<file path="src/rtl/fir_pkg.sv">
// rtl/fir_pkg.sv - shared types and helpers for the TDM FIR filter
// round_sat implements the FIR_SAT_EN clamp when its sat argument is set
package fir_pkg;

  typedef enum logic [1:0] {IDLE, MAC, OUT} state_t;

  function automatic int clog2(input int v);
    int r;
    int p;
    r = 0;
    p = 1;
    while (p < v) begin
      p = p * 2;
      r++;
    end
    return r;
  endfunction

  // index width that never collapses to zero bits
  function automatic int idx_w(input int n);
    return (clog2(n) > 1) ? clog2(n) : 1;
  endfunction

  function automatic int acc_w(input int data_w, input int coef_w, input int taps);
    return data_w + coef_w + clog2(taps);
  endfunction

  // round half up, drop fractional bits, optionally clamp to data_w range
  function automatic logic signed [63:0] round_sat(input logic signed [63:0] a,
                                                   input int frac,
                                                   input int data_w,
                                                   input bit sat);
    logic signed [63:0] r;
    logic signed [63:0] hi;
    logic signed [63:0] lo;
    if (frac > 0) r = (a + (64'sd1 <<< (frac - 1))) >>> frac;
    else          r = a;
    hi = (64'sd1 <<< (data_w - 1)) - 64'sd1;
    lo = -(64'sd1 <<< (data_w - 1));
    if (sat) begin
      if (r > hi)      r = hi;
      else if (r < lo) r = lo;
    end
    return r;
  endfunction

endpackage

</file>
<file path="src/rtl/fir_mac_unit.sv">
// rtl/fir_mac_unit.sv - signed MAC with clear plus round/shift output stage
// FIR_SAT_EN selects clamping instead of two's-complement wrap
module fir_mac_unit
  import fir_pkg::*;
#(
  parameter int DATA_W    = 16,
  parameter int COEF_W    = 16,
  parameter int COEF_FRAC = 8,
  parameter int TAPS      = 4
) (
  input  logic                     clk,
  input  logic                     rst,
  input  logic                     clr,
  input  logic                     en,
  input  logic signed [DATA_W-1:0] x,
  input  logic signed [COEF_W-1:0] c,
  output logic signed [DATA_W-1:0] result
);

  localparam int PROD_W = DATA_W + COEF_W;
  localparam int ACC_W  = acc_w(DATA_W, COEF_W, TAPS);

`ifdef FIR_SAT_EN
  localparam bit SAT_EN = 1'b1;
`else
  localparam bit SAT_EN = 1'b0;
`endif

  logic signed [PROD_W-1:0] prod;
  logic signed [ACC_W-1:0]  acc;

  assign prod = PROD_W'(x) * PROD_W'(c);

  always_ff @(posedge clk or posedge rst) begin
    if (rst)     acc <= '0;
    else if (clr) acc <= '0;
    else if (en)  acc <= acc + ACC_W'(prod);
  end

  assign result = DATA_W'(round_sat(64'(acc), COEF_FRAC, DATA_W, SAT_EN));

endmodule

</file>
<file path="src/rtl/fir_tdm_mac_filter.sv">
// rtl/fir_tdm_mac_filter.sv - multi-channel FIR sharing one MAC, valid/ready input
// build with FIR_SAT_EN defined to saturate results instead of wrapping
module fir_tdm_mac_filter
  import fir_pkg::*;
#(
  parameter int DATA_W    = 16,
  parameter int COEF_W    = 16,
  parameter int COEF_FRAC = 8,
  parameter int TAPS      = 4,
  parameter int CHANNELS  = 2
) (
  input  logic                         clk_data,
  input  logic                         rst,
  input  logic                         in_valid,
  output logic                         in_ready,
  input  logic [idx_w(CHANNELS)-1:0]   in_ch,
  input  logic signed [DATA_W-1:0]     in_data,
  input  logic                         coef_we,
  input  logic [idx_w(TAPS)-1:0]       coef_addr,
  input  logic signed [COEF_W-1:0]     coef_wdata,
  output logic                         out_valid,
  output logic [idx_w(CHANNELS)-1:0]   out_ch,
  output logic signed [DATA_W-1:0]     out_data,
  output logic                         busy
);

  localparam int CH_W = idx_w(CHANNELS);
  localparam int K_W  = idx_w(TAPS);
  localparam logic [CH_W:0]   CH_LIM  = (CH_W+1)'(CHANNELS);
  localparam logic [K_W:0]    TAP_LIM = (K_W+1)'(TAPS);
  localparam logic [K_W-1:0]  K_LAST  = K_W'(TAPS - 1);
  localparam logic signed [COEF_W-1:0] COEF_ONE = COEF_W'(1 << COEF_FRAC);

  state_t state, state_nx;
  logic [K_W-1:0]  k;
  logic [CH_W-1:0] ch_q;
  logic signed [DATA_W-1:0] x    [CHANNELS][TAPS];
  logic signed [COEF_W-1:0] coef [TAPS];
  logic accept, ch_ok, mac_clr, mac_en;
  logic signed [DATA_W-1:0] mac_result;

  assign in_ready = (state == IDLE) && !coef_we;
  assign accept   = in_valid && in_ready;
  assign ch_ok    = {1'b0, in_ch} < CH_LIM;
  assign busy     = (state != IDLE);

  always_ff @(posedge clk_data or posedge rst) begin
    if (rst) state <= IDLE;
    else     state <= state_nx;
  end

  // out-of-range channels are accepted by the handshake but never start a MAC run
  always_comb begin
    state_nx = state;
    mac_clr  = 1'b0;
    mac_en   = 1'b0;
    case (state)
      IDLE: begin
        if (accept && ch_ok) begin
          state_nx = MAC;
          mac_clr  = 1'b1;
        end
      end
      MAC: begin
        mac_en = 1'b1;
        if (k == K_LAST) state_nx = OUT;
      end
      OUT:     state_nx = IDLE;
      default: state_nx = IDLE;
    endcase
  end

  always_ff @(posedge clk_data or posedge rst) begin
    if (rst) begin
      k         <= '0;
      ch_q      <= '0;
      out_valid <= 1'b0;
      out_ch    <= '0;
      out_data  <= '0;
      for (int c = 0; c < CHANNELS; c++)
        for (int t = 0; t < TAPS; t++)
          x[c][t] <= '0;
      for (int t = 0; t < TAPS; t++)
        coef[t] <= (t == 0) ? COEF_ONE : '0;
    end else begin
      out_valid <= 1'b0;
      if ((state == IDLE) && coef_we && ({1'b0, coef_addr} < TAP_LIM))
        coef[coef_addr] <= coef_wdata;
      if (mac_clr) begin
        for (int t = TAPS - 1; t > 0; t--)
          x[in_ch][t] <= x[in_ch][t-1];
        x[in_ch][0] <= in_data;
        ch_q        <= in_ch;
        k           <= '0;
      end
      if (mac_en) k <= k + 1'b1;
      if (state == OUT) begin
        out_valid <= 1'b1;
        out_data  <= mac_result;
        out_ch    <= ch_q;
      end
    end
  end

  fir_mac_unit #(
    .DATA_W    (DATA_W),
    .COEF_W    (COEF_W),
    .COEF_FRAC (COEF_FRAC),
    .TAPS      (TAPS)
  ) u_mac (
    .clk    (clk_data),
    .rst    (rst),
    .clr    (mac_clr),
    .en     (mac_en),
    .x      (x[ch_q][k]),
    .c      (coef[k]),
    .result (mac_result)
  );

endmodule

</file>
<file path="config.mk">
export PLATFORM = sky130hd
export DESIGN_NAME = fir_tdm_mac_filter
export DESIGN_NICKNAME = d
export VERILOG_FILES = /design/src/rtl/fir_pkg.sv /design/src/rtl/fir_mac_unit.sv /design/src/rtl/fir_tdm_mac_filter.sv
export SDC_FILE = /design/constraint.sdc
export NUM_CORES = 1
export LEC_CHECK = 0
export BUFFER_PORTS_ARGS = -buffer_cell sky130_fd_sc_hd__buf_4
export CORE_ASPECT_RATIO = 0.75
export CORE_UTILIZATION = 40
export CTS_CLUSTER_SIZE = 28
export DETAILED_ROUTE_END_ITERATION = 16
export GPL_TIMING_DRIVEN = 0
export PLACE_DENSITY = 0.67
export SKIP_LAST_GASP = 1
export SLEW_MARGIN = 20
export SYNTH_ARGS = -nofsm -noshare
export SYNTH_HDL_FRONTEND = slang
export SYNTH_SLANG_ARGS = --single-unit
</file>
<file path="constraint.sdc">
create_clock -name clk_data -period 9.1 [get_ports clk_data]
set_clock_uncertainty 0.05 [all_clocks]
set_input_delay 2.275 -clock clk_data [delete_from_list [all_inputs] [get_ports clk_data]]
set_output_delay 2.275 -clock clk_data [all_outputs]
set_load 0.02 [all_outputs]
</file>
### Word-level counts from Yosys, hierarchy flattened

Cells that the tools add are included.

| cells by class | value |
|---|---|
| add/sub/neg operators | 3 |
| multipliers | 1 |
| order comparisons | 6 |
| equality and inequality tests | 5 |
| multiplexer cells | 38 |
| bitwise operators | 4 |
| reductions and logical operators | 10 |

Operators with widths:

| operator | number |
|---|---|
| 128-bit bitwise mux | 4 |
| 64-bit two-way mux | 7 |
| 64-bit demux with 1-bit select | 4 |
| 16-bit two-way mux | 6 |
| 34-bit two-way mux | 2 |
| 16-bit binary-select mux with 2-bit select | 2 |
| 64-bit bitwise mux | 1 |
| 48-bit two-way mux | 1 |
| 34-bit by 32-bit adder with 34-bit output | 1 |
| 16-bit demux with 2-bit select | 1 |
| 16-bit by 16-bit multiplier with 32-bit output | 1 |
| 32-bit two-way mux | 1 |
| 24-bit by 9-bit adder with 24-bit output, second input constant | 1 |
| 2-bit two-way mux | 4 |
| 3-bit greater-or-equal comparator, second input constant | 2 |
| 2-bit NOT with 3-bit output | 2 |
| 1-bit logical AND | 5 |
| 2-bit equality test, second input constant | 2 |
| 2-bit greater-or-equal comparator, second input constant | 2 |
| 1-bit two-way mux | 4 |
| 2-bit != test, second input constant | 2 |
| 1-bit NOT with 2-bit output | 2 |
| 2-bit one-hot mux with 2 select lines | 1 |
| 2-bit nonzero test | 2 |
| 7 further kinds | 7 |

| word-level totals | value |
|---|---|
| flip-flop bits (word level) | 249 |
| input port bits | 39 |
| output and inout port bits | 20 |

### Logic depth before layout (Yosys ltp)

Gate-level depths: netlist (run 1).

| logic depth | value |
|---|---|
| word-level depth | 11 |
| mapped depth | 31 |
| gate-level depth less buffers | 25 |

### By module

A second synthesis (run 1) with hierarchy kept.

| unflattened totals | value |
|---|---|
| cell total of the unflattened synthesis | 1,657 |
| area, all modules | 19,213.4 um^2 |

Modules (own cells, without submodules):

| module | times used | cells an instance | area each (um^2) | sequential area each (um^2) |
|---|---|---|---|---|
| fir_mac_unit | 1 | 1,108 | 9,795.6 | 600.6 |
| fir_tdm_mac_filter | 1 | 549 | 9,417.8 | 5,381.4 |

### Worst setup path after synthesis (run 1)

Ideal clock, no wire load.

| timing path | value |
|---|---|
| path type | register to register |
| start point | reg k[0] |
| end point | reg u_mac.acc[20] |
| data arrival time | 7.729 ns |
| required time | 8.928 ns |
| slack | 1.199 ns |
| stages on the path, launching flop included | 30 |
| cell sequence | dfrtp_1 -> buf_6 -> buf_6 -> buf_6 -> buf_4 -> buf_4 -> buf_2 -> mux2_2 -> o21ai_1 -> buf_2 -> nor2_1 -> fa_1 -> inv_1 -> fa_1 -> fa_1 -> fa_1 -> inv_1 -> fa_1 -> inv_1 -> fa_1 -> inv_1 -> ha_1 -> a2111o_1 -> nor2_1 -> and3_1 -> nor4_1 -> o41a_1 -> o21a_1 -> or3_1 -> a32o_1 |

| on the way | value |
|---|---|
| cells in the longest elaborated chain, start to end | 8 |

RTL lines:

| what | RTL line | text |
|---|---|---|
| start, declared | fir_tdm_mac_filter.sv:35 | `logic [K_W-1:0] k;` |
| start signal, assigned | fir_tdm_mac_filter.sv:96 | `if (mac_en) k <= k + 1'b1;` |
| 2-bit NOT with 3-bit output (not written as such) * | fir_tdm_mac_filter.sv:115, fir_tdm_mac_filter.sv:116 |  |
| 16-bit binary-select mux with 2-bit select (on tied branches) | fir_tdm_mac_filter.sv:115, fir_tdm_mac_filter.sv:116 |  |
| 16-bit two-way mux (on tied branches) (2 in a row) | fir_tdm_mac_filter.sv:115, fir_tdm_mac_filter.sv:116 |  |
| 16-bit by 16-bit multiplier with 32-bit output * | fir_mac_unit.sv:32 | `assign prod = PROD_W'(x) * PROD_W'(c);` |
| 34-bit by 32-bit adder with 34-bit output * | fir_mac_unit.sv:37 | `else if (en) acc <= acc + ACC_W'(prod);` |
| 34-bit two-way mux * | fir_mac_unit.sv:37 |  |
| 34-bit two-way mux * | fir_mac_unit.sv:36 | `else if (clr) acc <= '0;` |
| end signal, assigned | fir_mac_unit.sv:37 |  |
| end, declared | fir_mac_unit.sv:30 | `logic signed [ACC_W-1:0] acc;` |

Every way passes the cells marked *; elsewhere a longest branch is shown, timed or not. The select of a mux whose other input is x is not followed.
A chain may end at the register's enable or synchronous reset.

### Worst setup path after layout (run 1)

Same ends and word-level chain as after synthesis.

==> results.yml, run 1 <==
routing:
  route.detailed.drc: 0
  first_pass_iters: 5
  vias: 12700
  drtIter0Drc: 1017
  via_per_inst: 5.15
  drtAntennaViolNets: 0
  dr_wl_met3_um: 3290
  wl_met2_um: 20900
  wirelength_met1_um: 21800
  drt_wl_total_um: 47100
  top_layer: "met4"
  wl_per_cell_um: 19.0
cells_and_area:
  multi_input_area_um2: 11500
  final_nets: 2155
  num-fill-cells: 4342
  seq_area_um2: 5980
  final_cell_mix: "inv_1, dfrtp_1, fa_1"
  syn_to_final_growth_pct: 12.1
  final_common_cell: "inv_1"
  antennaDiodeCount: 0
  layout-drive-gt1-share_pct: 20.9
status:
  status: "finished, final reports clean"
logic_synthesis:
  syn_area_per_cell_um2: 10.9
  syn_nets: 2066
  ys.flop_type: "dfrtp_1"
  yosys_warnings: 0
  synth_edf_count: 0
  netlist_instances: 1735
  async_reset_ff_share_pct: 100
  ys_ff_latch: 239
  synth_area_um2: 18900
  yosysSeqAreaShare_pct: 31.7
  synth_cell_types: 60
placed_design:
  finalWeightedCongestion: 0.928
  hpwlAfterDp_um: 37100
  portBuffers: 58
worst_hold_path:
  hold_class: "reg -> reg"
  worstHoldPathCells: 2
  hp-start: "out_data[7]"
  worstHoldEndpoint: "out_data[7]"
worst_setup_path:
  slowest_delay_ns: 0.57
  cp_common_cell: "fa_1"
  path_max_fanout: 10
  rrSetupSlack_ns: 0.42
  worstSetupEndpointType: "flop"
  crit_type: "reg -> reg"
  cp-start-kind: "flop"
  r2r_start: "k[0]"
  worstPathRequired_ns: 9.50
  slowest_stage: "fa_1"
  r2r_end: "u_mac.acc[20]"
  worstRegToRegCells: 29
  arrival_ns: 9.08
  crit_start: "k[0]"
timing:
  setup_viol: 0
  finalMaxSlewViolations: 0
  finalCriticalPeriod_ns: 8.68
  min_period_over_period_pct: 95.4
  hold_viol: 0
  fmax_mhz: 115
  relSlewSlack_pct: 24.7
  tightest_slew_ns: 1.12
  fin_hold_ws_ns: 0.438
global_route:
  grt_overflow: 0
  grt_pass1_wl_um: 76300
  grt_pass1_vias: 13700
  grt_use_total_pct: 20.6
  antenna_found_initial: 0
  grt_max_degree: 93
cts:
  holdBufCountCts: 0
  clockBufferDepth: 3
  cts_buffers: 27
  clock_latency_ns: 0.56
  htreeDepth: 1
  cts_tree: "yes"
  cts_root_buf: "clkbuf_16"
  cts_sinks: 239
  clk_pin_slew_ns: 0.06
floorplanning:
  fp-row-count: 68
  fp.coreArea_um2: 46300
  die_h_um: 190
  die-area_um2: 48100
  die_x_um: 253
  ios: 59
  initial_core_util_pct: 40.8
job:
  cap_violations: 0
==> synthesized netlist by cell type (all sizes together) (13+ instances only) <==
| library cell | count | share of area [%] |
|---|---|---|
| inv | 321 | 6.4 |
| dfrtp | 238 | 32 |
| fa | 209 | 22 |
| mux2 | 207 | 12 |
| nor2 | 139 | 2.8 |
| nand2 | 135 | 2.7 |
| ha | 83 | 5.5 |
| o21ai | 54 | 1.5 |
| clkbuf | 49 | 0.97 |
| mux2i | 42 | 2.2 |
| xnor2 | 27 | 1.3 |
| nand2b | 24 | 0.79 |
| mux4 | 23 | 2.7 |
| a21oi | 20 | 0.53 |
| xor2 | 20 | 0.93 |
| buf | 18 | 0.60 |
| or2 | 14 | 0.46 |
| and2 | 13 | 0.43 |
| nand3 | 13 | 0.34 |
==> state kept, by name, summed over array words and instances, names as in the netlist <==
name and cells:
ch_q 1, x 128, u_mac.acc 24, out_valid 1
coef 64, out_data 16, k 2, state 2
out_ch 1
==> layer usage <==
layer	track usage, %	vias to the layer above
li1	-	5685
met1	29.6	6605
met2	32.0	382
met3	4.22	74
met4	4.78	0
met5	0	-
==> stage by stage <==
| step | instance area (um2) | util [%] | TNS, ns | std cells | setup slack, ns |
|---|---|---|---|---|---|
| 3_5_place_dp | 20200 | 43.6 | -0.246 | 2425 | -0.230 |
| 5_1_grt | 21200 | 45.8 | -0.00309 | 2475 | -0.00309 |
| 2_1_floorplan | 18900 | - | 0 | 1735 | 0.217 |
| 6_report | 21200 | 45.8 | 0 | 2475 | 0.417 |
| 3_3_place_gp | 20100 | 43.5 | -520.34 | 2423 | -2.21 |
| 4_1_cts | 21100 | 45.6 | 0 | 2474 | 0.0165 |
==> area by class of cell <==
cell class,instances,area share (%)
multi-input combinational,1108,54.1
clock inverter,15,0.803
tap,630,3.72
timing repair buffer,62,2.39
buffer,65,1.47
clock buffer,35,3.52
inverter,321,5.72
sequential,239,28.2
==> worst max-delay path by stage <==
stage                          to  slack, ns  depth (start not counted)
floorplan                    ch_q       0.22                          1
global placement            x[61]      -2.21                          2
detailed placement  u_mac.acc[20]      -0.23                         29
CTS                 u_mac.acc[20]       0.02                         29
global route        u_mac.acc[20]     -0.003                         29
finish              u_mac.acc[20]       0.42                         29
==> cell families after synthesis <==
kind of cell	after synthesis	synth area share, %
buf+inv	388	7.95
compound gates	126	4.31
flops	239	31.7
simple gates	367	8.47
mux	272	17.3
fa+ha+maj	292	27.6
xor+xnor	51	2.66
==> worst max-delay path, delay by kind of cell (launching register included) <==
| family | cells | cell delay [ns] |
|---|---|---|
| AOI/OAI and AO/OA | 5 | 1.67 |
| adders and majority gates | 7 | 3.37 |
| buffers and inverters | 11 | 1.90 |
| DFF | 1 | 0.37 |
| muxes | 1 | 0.38 |
| and+or+nand+nor | 5 | 0.80 |
==> timing repair <==
action                     CTS  global route
pin swaps                    0             1
hold endpoints to repair     0             0
setup endpoints to repair    2             4
buffers inserted             0             2
gates resized for setup      4            24
Power of run 1 is not shown: default switching activity piles up to over one toggle a cycle in this logic, so the estimate is an artifact.
==> run 2: changes to the inputs <==
CORE_MARGIN = 8   (was default)
SKIP_CTS_REPAIR_TIMING = 1   (was default)
SKIP_LAST_GASP = default   (was 1)
==> run 2 against run 1 <==
  * Setup slack worse by 0.13 ns
  * Global-route usage decreased by 2.8 points
  * Via count is essentially flat
  * Critical path type unchanged
  * Count of clock-buffer cells in the layout rose by 4
  * Routed wire length is 0.31% higher
  * Register-to-register slack got worse by 0.13 ns
  * Utilization is 0.87 points lower
==> results.yml, run 2 (synthesis results as in run 1) <==
worst_setup_path:
  crit_type: "reg -> reg"
  cp-start-kind: "flop"
  worstPathRequired_ns: 9.52
  slowest_stage: "a2111oi_1"
  cp_common_cell: "fa_1"
  path_cells: "buf_2 -> buf_2 -> buf_1 -> mux4_2 -> mux2i_1 -> clkbuf_1 -> nor2b_1 -> fa_1 -> fa_1 -> fa_1 -> fa_1 -> fa_1 -> inv_1 -> fa_1 -> inv_1 -> ha_1 -> a2111oi_1 -> a21oi_1 -> and3_1 -> a221oi_1 -> a21oi_1 -> xor2_1 -> o21ai_1"
  arrival_ns: 9.23
  cp_top_family: "adder cells"
  cp_num_buf_inv: 6
  worstSetupEndpointType: "flop"
  path_max_fanout: 10
  slowest_delay_ns: 0.67
cells_and_area:
  largest_register_ff_count: 128
  layout.cells.non_filler: 2481
  largestRegisters: "x: 128 flops, coef: 64 flops, u_mac.acc: 24 flops"
  syn_to_final_growth_pct: 11.6
  regMostFlops: "x"
  final_cell_mix: "inv_1, dfrtp_1, fa_1"
  post-route-util_pct: 44.9
  final_nets: 2153
  antennaDiodeCount: 0
  fin_area_um2: 21100
  final_common_cell: "inv_1"
  layout-drive-gt1-share_pct: 20.6
timing:
  tightest_slew_ns: 0.966
  rsz0062_at_grt: "false"
  relSlewSlack_pct: 35.6
  finalMaxSlewViolations: 0
  finalCriticalPeriod_ns: 8.81
  fmax_mhz: 114
  setup_viol: 0
  fin_setup_tns_ns: 0
  min_period_over_period_pct: 96.8
  hold_viol: 0
routing:
  vias: 12700
  via_per_inst: 5.14
  wl_per_cell_um: 19.0
  drtAntennaViolNets: 0
  drtIter0Drc: 1013
  drt_wl_total_um: 47300
  route.detailed.drc: 0
  first_pass_iters: 5
global_route:
  grt_use_total_pct: 17.9
  grt_overflow: 0
  grt_pass1_wl_um: 77700
  antenna_found_initial: 1
  grt_pass1_vias: 13900
  grt_max_degree: 107
cts:
  clock_latency_ns: 0.56
  cts_sinks: 239
  cts_root_buf: "clkbuf_16"
  cts_buffers: 26
  clk_pin_slew_ns: 0.06
  cts_tree: "yes"
  htreeDepth: 1
  clockBufferDepth: 3
placed_design:
  finalWeightedCongestion: 0.926
  portBuffers: 58
  hpwlAfterDp_um: 37500
  dpl_cell_area_um2: 20200
  post-place-cells: 2435
floorplanning:
  ios: 59
  initial_core_util_pct: 40.2
  fp-row-count: 69
  fp.coreArea_um2: 47000
  die_x_um: 267
  die_h_um: 204
  die-area_um2: 54500
worst_hold_path:
  hold_class: "reg -> reg"
status:
  status: "finished, final reports clean"
job:
  cap_violations: 0
==> run 2: changes by cell type in the layout (fill, tap and decap cells not counted), moves of 2 or more <==
cell / change
clkbuf_1: +4
buf_4: -3
bufinv_16: -3
inv_6: -3
clkbuf_4: -2
clkbuf_8: +2
==> run 2: worst min-delay path: cells and delay by family (launching register included) <==
family | cells | cell delay (ns)
flip-flops | 1 | 0.34
AO/OA/AOI/OAI | 1 | 0.06
AND/OR/NAND/NOR | 1 | 0.05
==> run 2: through the flow <==
step	hold slack, ns	worst slack [ns]
after floorplan	0.404	0.217
after CTS	0.445	-0.315
final	0.437	0.290
after detailed placement	0.432	-0.258
after global routing	0.461	0.0170
after global placement	0.423	-2.41
==> run 2: path summary, 6_finish.rpt <==
| kind | start | to | slack, ns | cells after the start |
|---|---|---|---|---|
| worst max-delay path | ch_q | u_mac.acc[23] | 0.29 | 23 |
| worst min-delay path | out_data[8] | out_data[8] | 0.44 | 2 |
| worst max register to register | ch_q | u_mac.acc[23] | 0.29 | 23 |
| worst min register to register | out_data[8] | out_data[8] | 0.44 | 2 |
| max in group asynchronous | rst | coef[15] | 6.03 | 4 |
| min in group asynchronous | rst | x[63] | 1.67 | 2 |
==> run 2: routing by layer <==
layer | vias to the layer above | global-route usage, % | routed length, um
li1 | 5689 | - | -
met1 | 6596 | 25.8 | 22200
met2 | 373 | 27.4 | 20600
met3 | 83 | 3.57 | 3310
met4 | 0 | 4.40 | 1150
met5 | - | 0 | 0
==> run 2: layout make-up <==
type                            count  area [um2]
Fill cell                        4366       25900
Multi-Input combinational cell   1108       11500
Sequential cell                   239        5980
Inverter                          321        1210
Tap cell                          639         800
Clock buffer                       39         759
Timing Repair Buffer               61         502
Buffer                             65         303
Clock inverter                      9        65.1
Power of run 2 is left out for the same reason.
==> run 3: changes to the inputs <==
CORE_UTILIZATION = 50   (was 40)
PLACE_DENSITY = 0.79   (was 0.67)
==> run 3 against run 2 <==
  * Count of clock-buffer cells in the layout is 6 lower
  * Critical path depth stayed put
  * Global-route usage is 4.4 points higher
  * Cell area is 0.33% lower
  * Via count is 1.2% higher
  * Setup slack better by 0.0099 ns
  * Highest routed layer unchanged
  * Utilization is 12 points higher
  * Register-to-register slack hardly changed
  * Final cell count is 5.4% lower
  * Routed wire length is 0.30% higher
  * Hold slack hardly changed
  * Non-clock buffer count is 1 higher
  * Largest cell class unchanged
==> results.yml, run 3 (synthesis results as in run 1) <==
timing:
  tightest_slew_ns: 1.06
  finalMaxSlewViolations: 0
  fin_hold_ws_ns: 0.437
  fmax_mhz: 114
  finalCriticalPeriod_ns: 8.80
  setup_viol: 0
  rsz0062_at_grt: "false"
  relSlewSlack_pct: 29.5
  min_period_over_period_pct: 96.7
  fin_setup_tns_ns: 0
  hold_viol: 0
worst_hold_path:
  worstHoldPathCells: 2
  worstHoldEndpoint: "out_data[6]"
  hold_class: "reg -> reg"
  hp-start: "out_data[6]"
worst_setup_path:
  worstPathRequired_ns: 9.46
  path_max_fanout: 10
  cp_common_cell: "fa_1"
  path_cells: "buf_2 -> buf_2 -> buf_1 -> mux4_2 -> mux2i_2 -> clkbuf_2 -> nor2b_1 -> fa_1 -> fa_1 -> fa_1 -> fa_1 -> fa_1 -> inv_1 -> fa_1 -> inv_1 -> ha_1 -> a2111oi_1 -> a21oi_1 -> and3_1 -> a221oi_1 -> a21oi_1 -> xor2_1 -> o21ai_1"
  slowest_stage: "a2111oi_1"
  rrSetupSlack_ns: 0.30
  cp_top_family: "adder cells"
  cp_num_buf_inv: 6
  cp-start-kind: "flop"
  worstSetupEndpointType: "flop"
  r2r_end: "u_mac.acc[23]"
  worstRegToRegCells: 23
  crit_type: "reg -> reg"
  slowest_delay_ns: 0.71
  crit_start: "ch_q"
  arrival_ns: 9.16
  r2r_start: "ch_q"
global_route:
  antenna_found_initial: 0
  grt_overflow: 0
  grt_use_total_pct: 22.3
  grt_pass1_vias: 14100
  grt_pass1_wl_um: 77500
  grt_max_degree: 102
cells_and_area:
  layout-drive-gt1-share_pct: 20.8
  regMostFlops: "x"
  final_nets: 2154
  largestRegisters: "x: 128 flops, coef: 64 flops, u_mac.acc: 24 flops"
  final_common_cell: "inv_1"
  syn_to_final_growth_pct: 11.3
  largest_register_ff_count: 128
  fin_area_um2: 21000
  layout.cells.non_filler: 2346
  final_cell_mix: "inv_1, dfrtp_1, fa_1"
  num-fill-cells: 2998
  antennaDiodeCount: 0
routing:
  drtAntennaViolNets: 0
  vias: 12900
  wl_per_cell_um: 20.2
  first_pass_iters: 5
  drtIter0Drc: 1019
  via_per_inst: 5.50
  route.detailed.drc: 0
  drt_wl_total_um: 47400
cts:
  htreeDepth: 1
  clockBufferDepth: 3
  cts_root_buf: "clkbuf_16"
  clk_pin_slew_ns: 0.07
  cts_sinks: 239
  cts_tree: "yes"
  clock_latency_ns: 0.56
  cts_buffers: 26
floorplanning:
  die_x_um: 240
  initial_core_util_pct: 50.8
  fp.coreArea_um2: 37200
  fp-row-count: 61
  die-area_um2: 44300
  ios: 59
  die_h_um: 184
job:
  cap_violations: 0
placed_design:
  post-place-cells: 2299
  dpl_cell_area_um2: 20000
  hpwlAfterDp_um: 37000
  finalWeightedCongestion: 0.940
  portBuffers: 58
status:
  status: "finished, final reports clean"
run 3: changes by cell type in the layout (fill, tap and decap cells not counted), sizes merged:
cell    previous run  this run
clkinv             7         5
bufinv             0         4
clkbuf            88        83
inv              321       324
run 3: metal layers:
metal / share of wire, % / GRT usage [%]
met3: 9.7 / 6.49
met4: 3.0 / 6.13
met1: 44 / 30.9
met5: 0 / 0
met2: 44 / 34.0
run 3: through the flow:
| step | util [%] | setup slack, ns |
|---|---|---|
| finish | 56.6 | 0.300 |
| global route | 56.6 | 0.0222 |
| CTS | 56.3 | -0.212 |
| detailed placement | 53.9 | -0.137 |
| global placement | 53.7 | -2.05 |
| floorplan | - | 0.217 |
run 3: worst register-to-register path: stages (launching register included):
cell and delay, ns:
dfrtp_1 0.36, buf_2 0.31, buf_2 0.37, buf_1 0.51, mux4_2 0.43, mux2i_2 0.61
clkbuf_2 0.42, nor2b_1 0.20, fa_1 0.44, fa_1 0.47, fa_1 0.54, fa_1 0.45
fa_1 0.50, inv_1 0.05, fa_1 0.47, inv_1 0.04, ha_1 0.35, a2111oi_1 0.72
a21oi_1 0.21, and3_1 0.22, a221oi_1 0.46, a21oi_1 0.15, xor2_1 0.24, o21ai_1 0.09
run 3: worst max path at each step:
stage,to,depth (start not counted)
finish,u_mac.acc[23],23
global route,u_mac.acc[20],30
CTS,u_mac.acc[20],27
detailed placement,u_mac.acc[23],28
global placement,out_valid,2
floorplan,ch_q,1
run 3: cell type report:
class                      count  area (um2)  area share [%]
buffer                        66         323            1.54
multi-input combinational   1108       11500            54.6
inverter                     321        1210            5.77
tap                          504         631            3.00
sequential                   239        5980            28.5
timing repair buffer          61         498            2.37
clock buffer                  33         697            3.31
clock inverter                14         211            1.01
Power of run 3 is left out for the same reason.
